`config.mk`:
```
export PLATFORM = sky130hd
export DESIGN_NAME = pe_gen_flat
export DESIGN_NICKNAME = d
export VERILOG_FILES = /design/src/rtl/pe_gen_if.sv /design/src/rtl/pe_gen.sv /design/src/flat_wrapper.sv
export SDC_FILE = /design/constraint.sdc
export NUM_CORES = 1
export LEC_CHECK = 0
export BUFFER_PORTS_ARGS = -buffer_cell sky130_fd_sc_hd__buf_2
export CAP_MARGIN = 20
export CORE_ASPECT_RATIO = 0.6
export CORE_UTILIZATION = 55
export DETAILED_ROUTE_END_ITERATION = 10
export PLACE_DENSITY_LB_ADDON = 0.2
export SLEW_MARGIN = 5
export SYNTH_ARGS = -nofsm -noshare
export SYNTH_HDL_FRONTEND = slang
export SYNTH_SLANG_ARGS = --single-unit
export TNS_END_PERCENT = 1
```
`constraint.sdc`:
```
create_clock -name clk -period 8.75 [get_ports clk]
set_clock_uncertainty 0.15 [all_clocks]
set_input_delay 1.75 -clock clk [delete_from_list [all_inputs] [get_ports clk]]
set_output_delay 1.75 -clock clk [all_outputs]
set_load 0.05 [all_outputs]
```
`src/rtl/pe_gen_if.sv`:
```
// Array-facing bundle for one Generations PE: selects, command/data, neighbour
// status in; status, read-back and activity out.
interface pe_gen_if #(
  parameter int STATE_BITS = 4,
  parameter int AGE_BITS   = 8
);
  logic                  rsel_i, csel_i;
  logic                  rsel_o, csel_o;
  logic [2:0]            cmd;
  logic [STATE_BITS-1:0] state_in;
  logic [17:0]           rule_in;
  logic                  w_i, e_i, n_i, s_i, nw_i, ne_i, sw_i, se_i;
  logic                  status_out;
  logic [STATE_BITS-1:0] state_out;
  logic [STATE_BITS-1:0] state_out_prev;
  logic [AGE_BITS-1:0]   age_out;
  logic                  active;

  modport master (
    output rsel_i, csel_i, rsel_o, csel_o, cmd, state_in, rule_in,
           w_i, e_i, n_i, s_i, nw_i, ne_i, sw_i, se_i,
    input  status_out, state_out, state_out_prev, age_out, active
  );

  modport slave (
    input  rsel_i, csel_i, rsel_o, csel_o, cmd, state_in, rule_in,
           w_i, e_i, n_i, s_i, nw_i, ne_i, sw_i, se_i,
    output status_out, state_out, state_out_prev, age_out, active
  );
endinterface

```
`src/rtl/pe_gen.sv`:
```
// Generations-automaton processing element: loadable birth/survive masks,
// saturating age counter and one-level undo of the cell state.
module pe_gen #(
  parameter int         N_STATES     = 3,
  parameter int         STATE_BITS   = 4,
  parameter int         AGE_BITS     = 8,
  parameter logic [8:0] BIRTH_INIT   = 9'b000001000,
  parameter logic [8:0] SURVIVE_INIT = 9'b000001100
) (
  input  logic     clk,
  input  logic     rst,
  pe_gen_if.slave  bus
);

  localparam logic [2:0] CMD_PROCESS = 3'd1;
  localparam logic [2:0] CMD_WRITE   = 3'd2;
  localparam logic [2:0] CMD_CLEAR   = 3'd3;
  localparam logic [2:0] CMD_UNDO    = 3'd4;
  localparam logic [2:0] CMD_LOAD    = 3'd5;

  localparam logic [STATE_BITS-1:0] ST_DEAD  = '0;
  localparam logic [STATE_BITS-1:0] ST_LIVE  = STATE_BITS'(1);
  localparam logic [STATE_BITS-1:0] ST_LAST  = STATE_BITS'(N_STATES - 1);
  // With only two states a failing live cell dies outright instead of decaying.
  localparam logic [STATE_BITS-1:0] ST_DYING = (N_STATES == 2) ? ST_DEAD : STATE_BITS'(2);
  localparam logic [AGE_BITS-1:0]   AGE_MAX  = '1;

  logic [STATE_BITS-1:0] state_q, state_d;
  logic [STATE_BITS-1:0] prev_q, prev_d;
  logic [AGE_BITS-1:0]   age_q, age_d;
  logic [8:0]            birth_q, birth_d;
  logic [8:0]            survive_q, survive_d;
  logic                  active_q, active_d;

  logic [3:0]            nb_count;
  logic [STATE_BITS-1:0] proc_next;
  logic [STATE_BITS-1:0] wr_val;
  logic                  sel_wr, sel_rd;

  assign sel_wr = bus.rsel_i & bus.csel_i;
  assign sel_rd = bus.rsel_o & bus.csel_o;

  assign nb_count = {3'b0, bus.w_i}  + {3'b0, bus.e_i}  + {3'b0, bus.n_i}  + {3'b0, bus.s_i}
                  + {3'b0, bus.nw_i} + {3'b0, bus.ne_i} + {3'b0, bus.sw_i} + {3'b0, bus.se_i};

  // Out-of-range write data is stored as dead so the state never leaves 0..N_STATES-1.
  assign wr_val = (32'(bus.state_in) >= N_STATES) ? ST_DEAD : bus.state_in;

  always_comb begin
    proc_next = ST_DEAD;
    if (state_q == ST_DEAD) begin
      proc_next = birth_q[nb_count] ? ST_LIVE : ST_DEAD;
    end else if (state_q == ST_LIVE) begin
      proc_next = survive_q[nb_count] ? ST_LIVE : ST_DYING;
    end else if (state_q < ST_LAST) begin
      proc_next = state_q + STATE_BITS'(1);
    end
  end

  always_comb begin
    state_d   = state_q;
    prev_d    = prev_q;
    age_d     = age_q;
    birth_d   = birth_q;
    survive_d = survive_q;
    case (bus.cmd)
      CMD_PROCESS: begin
        state_d = proc_next;
        prev_d  = state_q;
        if (state_q == ST_LIVE && proc_next == ST_LIVE)
          age_d = (age_q == AGE_MAX) ? age_q : age_q + AGE_BITS'(1);
        else
          age_d = '0;
      end
      CMD_WRITE: if (sel_wr) begin
        state_d = wr_val;
        prev_d  = wr_val;
        age_d   = '0;
      end
      CMD_CLEAR: if (sel_wr) begin
        state_d = ST_DEAD;
        prev_d  = ST_DEAD;
        age_d   = '0;
      end
      CMD_UNDO: begin
        state_d = prev_q;
        age_d   = '0;
      end
      CMD_LOAD: if (sel_wr) begin
        birth_d   = bus.rule_in[17:9];
        survive_d = bus.rule_in[8:0];
      end
      default: ;
    endcase
    active_d = (state_d != state_q);
  end

  always_ff @(posedge clk) begin
    if (rst) begin
      state_q   <= '0;
      prev_q    <= '0;
      age_q     <= '0;
      birth_q   <= BIRTH_INIT;
      survive_q <= SURVIVE_INIT;
      active_q  <= 1'b0;
    end else begin
      state_q   <= state_d;
      prev_q    <= prev_d;
      age_q     <= age_d;
      birth_q   <= birth_d;
      survive_q <= survive_d;
      active_q  <= active_d;
    end
  end

  assign bus.status_out     = (state_q == ST_LIVE);
  assign bus.state_out      = sel_rd ? state_q : '0;
  assign bus.state_out_prev = sel_rd ? prev_q  : '0;
  assign bus.age_out        = sel_rd ? age_q   : '0;
  assign bus.active         = active_q;

endmodule

```
`src/flat_wrapper.sv`:
```
// flat-port wrapper written by rule: the top's interface ports become plain ports
module pe_gen_flat 
#(
  parameter int         N_STATES     = 3,
  parameter int         STATE_BITS   = 4,
  parameter int         AGE_BITS     = 8,
  parameter logic [8:0] BIRTH_INIT   = 9'b000001000,
  parameter logic [8:0] SURVIVE_INIT = 9'b000001100
)
  (clk, rst, bus_rsel_i, bus_csel_i, bus_rsel_o, bus_csel_o, bus_cmd, bus_state_in, bus_rule_in, bus_w_i, bus_e_i, bus_n_i, bus_s_i, bus_nw_i, bus_ne_i, bus_sw_i, bus_se_i, bus_status_out, bus_state_out, bus_state_out_prev, bus_age_out, bus_active);
  pe_gen_if #(.STATE_BITS(STATE_BITS), .AGE_BITS(AGE_BITS)) bus_i ();
  input  logic clk;
  input  logic rst;
  input wire logic [$bits(bus_i.rsel_i)-1:0] bus_rsel_i;
  input wire logic [$bits(bus_i.csel_i)-1:0] bus_csel_i;
  input wire logic [$bits(bus_i.rsel_o)-1:0] bus_rsel_o;
  input wire logic [$bits(bus_i.csel_o)-1:0] bus_csel_o;
  input wire logic [$bits(bus_i.cmd)-1:0] bus_cmd;
  input wire logic [$bits(bus_i.state_in)-1:0] bus_state_in;
  input wire logic [$bits(bus_i.rule_in)-1:0] bus_rule_in;
  input wire logic [$bits(bus_i.w_i)-1:0] bus_w_i;
  input wire logic [$bits(bus_i.e_i)-1:0] bus_e_i;
  input wire logic [$bits(bus_i.n_i)-1:0] bus_n_i;
  input wire logic [$bits(bus_i.s_i)-1:0] bus_s_i;
  input wire logic [$bits(bus_i.nw_i)-1:0] bus_nw_i;
  input wire logic [$bits(bus_i.ne_i)-1:0] bus_ne_i;
  input wire logic [$bits(bus_i.sw_i)-1:0] bus_sw_i;
  input wire logic [$bits(bus_i.se_i)-1:0] bus_se_i;
  output wire logic [$bits(bus_i.status_out)-1:0] bus_status_out;
  output wire logic [$bits(bus_i.state_out)-1:0] bus_state_out;
  output wire logic [$bits(bus_i.state_out_prev)-1:0] bus_state_out_prev;
  output wire logic [$bits(bus_i.age_out)-1:0] bus_age_out;
  output wire logic [$bits(bus_i.active)-1:0] bus_active;
  assign bus_i.rsel_i = bus_rsel_i;
  assign bus_i.csel_i = bus_csel_i;
  assign bus_i.rsel_o = bus_rsel_o;
  assign bus_i.csel_o = bus_csel_o;
  assign bus_i.cmd = bus_cmd;
  assign bus_i.state_in = bus_state_in;
  assign bus_i.rule_in = bus_rule_in;
  assign bus_i.w_i = bus_w_i;
  assign bus_i.e_i = bus_e_i;
  assign bus_i.n_i = bus_n_i;
  assign bus_i.s_i = bus_s_i;
  assign bus_i.nw_i = bus_nw_i;
  assign bus_i.ne_i = bus_ne_i;
  assign bus_i.sw_i = bus_sw_i;
  assign bus_i.se_i = bus_se_i;
  assign bus_status_out = bus_i.status_out;
  assign bus_state_out = bus_i.state_out;
  assign bus_state_out_prev = bus_i.state_out_prev;
  assign bus_age_out = bus_i.age_out;
  assign bus_active = bus_i.active;
  pe_gen #(.N_STATES(N_STATES), .STATE_BITS(STATE_BITS), .AGE_BITS(AGE_BITS), .BIRTH_INIT(BIRTH_INIT), .SURVIVE_INIT(SURVIVE_INIT)) u_core (.clk(clk), .rst(rst), .bus(bus_i));
endmodule
```
# Yosys cells after proc, flatten, opt, wreduce, memory -nomap -nowiden
# Cells that the tools add are included.
[totals]
word_cells = 64
regBits = 35
output_inout_bits = 18
input_bits = 39
[classes]
n_eq_ne = 13
n_lt_le_gt_ge = 3
add_sub_neg = 9
n_reduce_logical = 8
muxes = 23
bitwise_logic = 2
[op_table]
columns = ["operator", "count"]
rows = [
  ["$mux W4", 10],
  ["$mux W8", 4],
  ["$add A4 B1 Y4", 6],
  ["$pmux W8 S3", 1],
  ["$pmux W4 S4", 1],
  ["$pmux W4 S3", 1],
  ["$add A8 B1 Y8 const B", 1],
  ["$bmux W1 S4", 2],
  ["$eq A4 B1 Y1 const B", 2],
  ["$eq A8 B8 Y1 const B", 1],
  ["$eq A3 B2 Y1 const B", 2],
  ["$eq A3 B3 Y1 const B", 2],
  ["$ne A2 B1 Y1 const B", 3],
  ["$reduce_and A3 Y1", 2],
  ["$reduce_bool A3 Y1", 2],
  ["$lt A4 B5 Y1 const B", 1],
  ["$add A4 B1 Y4 const B", 1],
  ["$ge A4 B2 Y1 const B", 1],
  ["$logic_not A4 Y1", 1],
  ["$lt A4 B2 Y1 const B", 1],
  ["$ne A4 B4 Y1", 1],
  ["$eq A3 B1 Y1 const B", 1],
  ["$mux W1", 3],
  ["$ne A3 B3 Y1 const B", 1],
  ["6 further kinds", 7],
]

# Logic depth before layout (Yosys ltp)
[depth]
depth_word = 16
depth_mapped = 15
ltp_nobuf = 14

# Least setup slack after synthesis
# OpenSTA, ideal clock, no wires.
[synth_path]
kind = "input-to-reg"
startpoint = "input bus_e_i"
endpoint = "register u_core.active_q, in the netlist u_core.bus.active"
t_required_ns = 8.538
stages = 13
setup_time_ns = 0.062
path_buffers = 0
path_slack_ns = 3.004
arrival_time_ns = 5.534
path_cell_list = "ha_1 inv_1 fa_1 fa_1 fa_1 fa_1 xnor2_2 mux4_2 and3b_4 o211ai_4 a21boi_1 or4_1 nand3_1"
[synth_via]
elab_chain_cells = 14
elab_cells_between_ends = 17
classes_between = "add/sub: 7; eq/ne: 1; mux: 9"
[synth_lines]
columns = ["item", "line", "rtl"]
rows = [
  ["start, declared", "flat_wrapper.sv:22", "input wire logic [$bits(bus_i.e_i)-1:0] bus_e_i;"],
  ["$add A1 B1 Y2 *", "pe_gen.sv:43", "assign nb_count = {3'b0, bus.w_i} + {3'b0, bus.e_i} + {3'b0, bus.n_i} + {3'b0, bus.s_i}"],
  ["$add A4 B1 Y4 * (2 in a row)", "pe_gen.sv:43", ""],
  ["$add A4 B1 Y4 * (4 in a row)", "pe_gen.sv:44", "+ {3'b0, bus.nw_i} + {3'b0, bus.ne_i} + {3'b0, bus.sw_i} + {3'b0, bus.se_i};"],
  ["$bmux W1 S4", "pe_gen.sv:54", "proc_next = survive_q[nb_count] ? ST_LIVE : ST_DYING;"],
  ["$mux W1 (not written as such)", "pe_gen.sv:54", ""],
  ["$mux W2", "pe_gen.sv:54", ""],
  ["$mux W4", "pe_gen.sv:53", "end else if (state_q == ST_LIVE) begin"],
  ["$mux W4 *", "pe_gen.sv:51", "if (state_q == ST_DEAD) begin"],
  ["$pmux W4 S4 *", "pe_gen.sv:66", "case (bus.cmd)"],
  ["$ne A4 B4 Y1 *", "pe_gen.sv:95", "active_d = (state_d != state_q);"],
  ["end signal, assigned", "pe_gen.sv:112", "active_q <= active_d;"],
  ["end, declared", "pe_gen.sv:33", "logic active_q, active_d;"],
]
# Mark *: on every way between the ends. The rest lies on a longest branch, timed or not. The select of a mux whose other input is x is not followed.
# A chain may end at the register's enable or synchronous reset.

# Worst setup path after layout
[layout_path]
startpoint = "input bus_e_i"
endpoint = "register u_core.age_q[1]"
[layout_via]
elab_chain_cells = 16
elab_cells_between_ends = 21
classes_between = "add/sub: 7; eq/ne: 2; mux: 10; reduce/logical: 2"
[layout_lines]
columns = ["item", "line", "rtl"]
rows = [
  ["$add A1 B1 Y2 *", "pe_gen.sv:43", ""],
  ["$add A4 B1 Y4 * (2 in a row)", "pe_gen.sv:43", ""],
  ["$add A4 B1 Y4 * (4 in a row)", "pe_gen.sv:44", ""],
  ["$bmux W1 S4", "pe_gen.sv:54", ""],
  ["$mux W1 (not written as such)", "pe_gen.sv:54", ""],
  ["$mux W2", "pe_gen.sv:54", ""],
  ["$mux W4", "pe_gen.sv:53", ""],
  ["$mux W4 *", "pe_gen.sv:51", ""],
  ["$eq A4 B1 Y1 *", "pe_gen.sv:70", "if (state_q == ST_LIVE && proc_next == ST_LIVE)"],
  ["$logic_and A1 B1 Y1 *", "pe_gen.sv:70", ""],
  ["$ne A3 B3 Y1 (no line) or $mux W8 (tied branches)", "-", ""],
  ["$reduce_and A3 Y1 (no line) or $pmux W8 S3 (tied branches)", "-", ""],
  ["end signal, assigned", "pe_gen.sv:109", "age_q <= age_d;"],
  ["end, declared", "pe_gen.sv:30", "logic [AGE_BITS-1:0] age_q, age_d;"],
]
# Marked as above.

==> impl_metrics.tcl <==
set metrics [dict create \
    die_y_um 51.4 \
    syn-num-nets 320 \
    cts_resized 0 \
    hpwl_um 3970 \
    cap_violations 0 \
    hold_viol 0 \
    wl_per_cell_um 14.6 \
    drt_iter0_markers 200 \
    finalPower_uw 438 \
    p_clk_share_pct 40.1 \
    vias 2171 \
    synth_async_sr_flop_share_pct 0 \
    cts_max_level 2 \
    setup.worst_path.end_class "flop" \
    yosys.area_share.simple_pct 27.3 \
    fin_setup_tns_ns 0 \
    setup_viol 0 \
    fin_nets 370 \
    synth-compound-area-share_pct 21.8 \
    required_ns 8.80 \
    rsz0062_at_grt "false" \
    final_cell_mix "buf_2, nand2_1, dfxtp_1" \
    die-area_um2 4330 \
    p_int_uw 319 \
    cts.clk_slew.worst_paths_ns 0.08 \
    max_clock_freq_mhz 172 \
    numCtsBuffers 5 \
    grt_pass1_wl_um 8780 \
    min_path_type "reg -> reg" \
    insertedDiodeCount 0 \
    placementRows 17 \
    die_w_um 84.3 \
    antenna_left 0 \
    min_period_ns 5.83 \
    violations "DRC" \
    synth_edf_count 0 \
    io_pins 57 \
    setup_ws_ns 2.92 \
    syn_area_um2 2230 \
    place.gp.congestion 0.918 \
    cp-endpoint "u_core.age_q[1]" \
    grt_usage_pct 26.1 \
    synth_mux_area_share_pct 5.04 \
    crit_arrival_ns 5.87 \
    syn2layout_area_growth_pct 19.2 \
    vdd_drop_max_mv 0.0952 \
    hold_buffers 0 \
    synth-xor-area-share_pct 1.12 \
    slew_violations 0 \
    combinationalPowerShare_pct 22.5 \
    cellLeakagePower_uw 0.00118 \
    start_util_pct 59.0 \
    layout_commonest_cell "buf_2" \
    synthAdderAreaFrac_pct 7.51 \
    top_layer "met4" \
    ys_seq_area_share_pct 31.4 \
    grt_overflow_total 0 \
    startpoint_type "input pin" \
    r2r_end "u_core.bus.active" \
    cts_root_buf "clkbuf_8" \
    insertion_delay_ns 0.28 \
    antenna_found_initial 0 \
    io_buffers 56 \
    p_seq_share_pct 37.3 \
    critPathKind "in -> reg" \
    reg2reg_from "u_core.state_q[0]" \
    min_period_over_period_pct 66.6 \
    cts.sinks 35 \
    yosysWarnings 0 \
    first_pass_iters 8 \
    worst_pin_slew_ns 0.729 \
    reg2reg_depth 9 \
    synth_ff_type "dfxtp_1" \
    synth.distinct_cells 55 \
    drc 4 \
    status "finished with violations" \
    crit_path_start "bus_e_i" \
    drive_gt1_share_pct 25.9 \
    postCtsSetupBuffers 0 \
    clock_path_buffers 2 \
    critical_path.max_fanout 7 \
    synth_top_family_by_area "simple AND/OR/NAND/NOR gates" \
    cts_tree "yes" \
    ys_ff_latch 35 \
    wl_met2_um 2080 \
    grt_max_degree 32 \
    whs_ns 0.309 \
    slew_headroom_pct 51.3 \
    switching_share_pct 27.2 \
    core_um2 3790 \
    dp_slack_ns 2.62 \
    met3_length_um 439 \
    viasPerCell 5.90 \
    first_global_vias 1883 \
    r2r_slack_ns 5.91 \
    routed_wl_um 5370 \
    syn_area_per_cell_um2 8.27 \
    switchingPower_uw 119 \
    wl_met1_um 2820 \
    p_per_area_nw_per_um2 165 \
    synth_cells 270 \
]
==> how the worst min path moves through the flow <==
stage | start | to | slack, ns | depth (start not counted)
global route | u_core.birth_q[4] | u_core.birth_q[4] | 0.34 | 2
floorplan | u_core.birth_q[1] | u_core.birth_q[1] | 0.28 | 2
CTS | u_core.birth_q[2] | u_core.birth_q[2] | 0.31 | 2
global placement | u_core.birth_q[2] | u_core.birth_q[2] | 0.30 | 2
detailed placement | u_core.birth_q[2] | u_core.birth_q[2] | 0.30 | 2
finish | u_core.survive_q[6] | u_core.survive_q[6] | 0.31 | 2
==> routing by layer <==
| layer | global-route usage (%) | vias up |
|---|---|---|
| met5 | 0 | - |
| li1 | - | 1066 |
| met1 | 40.8 | 1001 |
| met3 | 5.65 | 4 |
| met2 | 35.9 | 100 |
| met4 | 5.46 | 0 |
==> per-stage QoR <==
step | area [um^2] | utilization, % | cells
after floorplan | 2230 | - | 270
after global placement | 2520 | 66.5 | 359
after detailed placement | 2520 | 66.5 | 359
after CTS | 2660 | 70.1 | 367
after global routing | 2660 | 70.3 | 368
final | 2660 | 70.3 | 368
==> cells in the mapped netlist (all sizes together), types with 2 or more instances <==
library cell / number / area (um^2)
o211ai: 9 / 96.4
nand2b: 2 / 12.5
nand4: 5 / 31.3
nor2b: 3 / 18.8
nor3: 5 / 30.0
a211oi: 2 / 20.0
nand3: 16 / 85.1
nor2: 14 / 52.6
a22oi: 4 / 30.0
o21a: 2 / 15.0
clkbuf: 13 / 48.8
fa: 4 / 80.1
dfxtp: 35 / 701
nand4b: 2 / 17.5
o21ai: 7 / 50.1
mux4: 3 / 67.6
and2: 2 / 12.5
ha: 7 / 87.6
xnor2: 2 / 25.0
mux2i: 3 / 30.0
nand2: 46 / 173
a221oi: 2 / 17.5
inv: 19 / 71.3
a21oi: 19 / 95.1
a32oi: 5 / 43.8
nor3b: 3 / 22.5
and3: 17 / 106
==> logic make-up (layout without fill, tap and decap cells) <==
group / count (synthesis) / count (layout)
buf+inv: 34 / 85
compound gates: 60 / 60
fa+ha+maj: 11 / 11
flops: 35 / 35
mux: 7 / 7
xor+xnor: 2 / 2
simple gates: 121 / 121
==> worst max-delay path, cell delays in order <==
cell      delay (ns)
buf_2           0.10
ha_1            0.26
inv_1           0.04
fa_1            0.48
fa_1            0.43
fa_1            0.43
fa_1            0.68
mux2i_1         0.14
mux2_4          0.29
o311ai_4        0.27
o211ai_4        0.16
a211oi_2        0.49
nand3_1         0.14
o31ai_1         0.20
==> state kept, by name, summed over array words and instances, names as in the netlist <==
signal	flops
u_core.age_q	8
u_core.birth_q	9
u_core.bus.active	1
u_core.prev_q	4
u_core.state_q	4
u_core.survive_q	9
==> power by group through the flow <==
stage / sequential, uW / clock, uW / combinational [uW]
detailed placement: 167 / 0 / 98.1
finish: 164 / 176 / 98.8
global placement: 167 / 0 / 94.9
floorplan: 168 / 0 / 73.7
global route: 164 / 184 / 108
CTS: 164 / 176 / 98.8
==> final cells by class <==
cell class                      count  area [um^2]
Multi-Input combinational cell    201         1400
Clock inverter                      3         67.6
Sequential cell                    35          701
Tap cell                           47         58.8
Timing Repair Buffer               57          288
Fill cell                         307         1120
Inverter                           20         75.1
Clock buffer                        5         68.8
(Power assumes the default switching activity.)
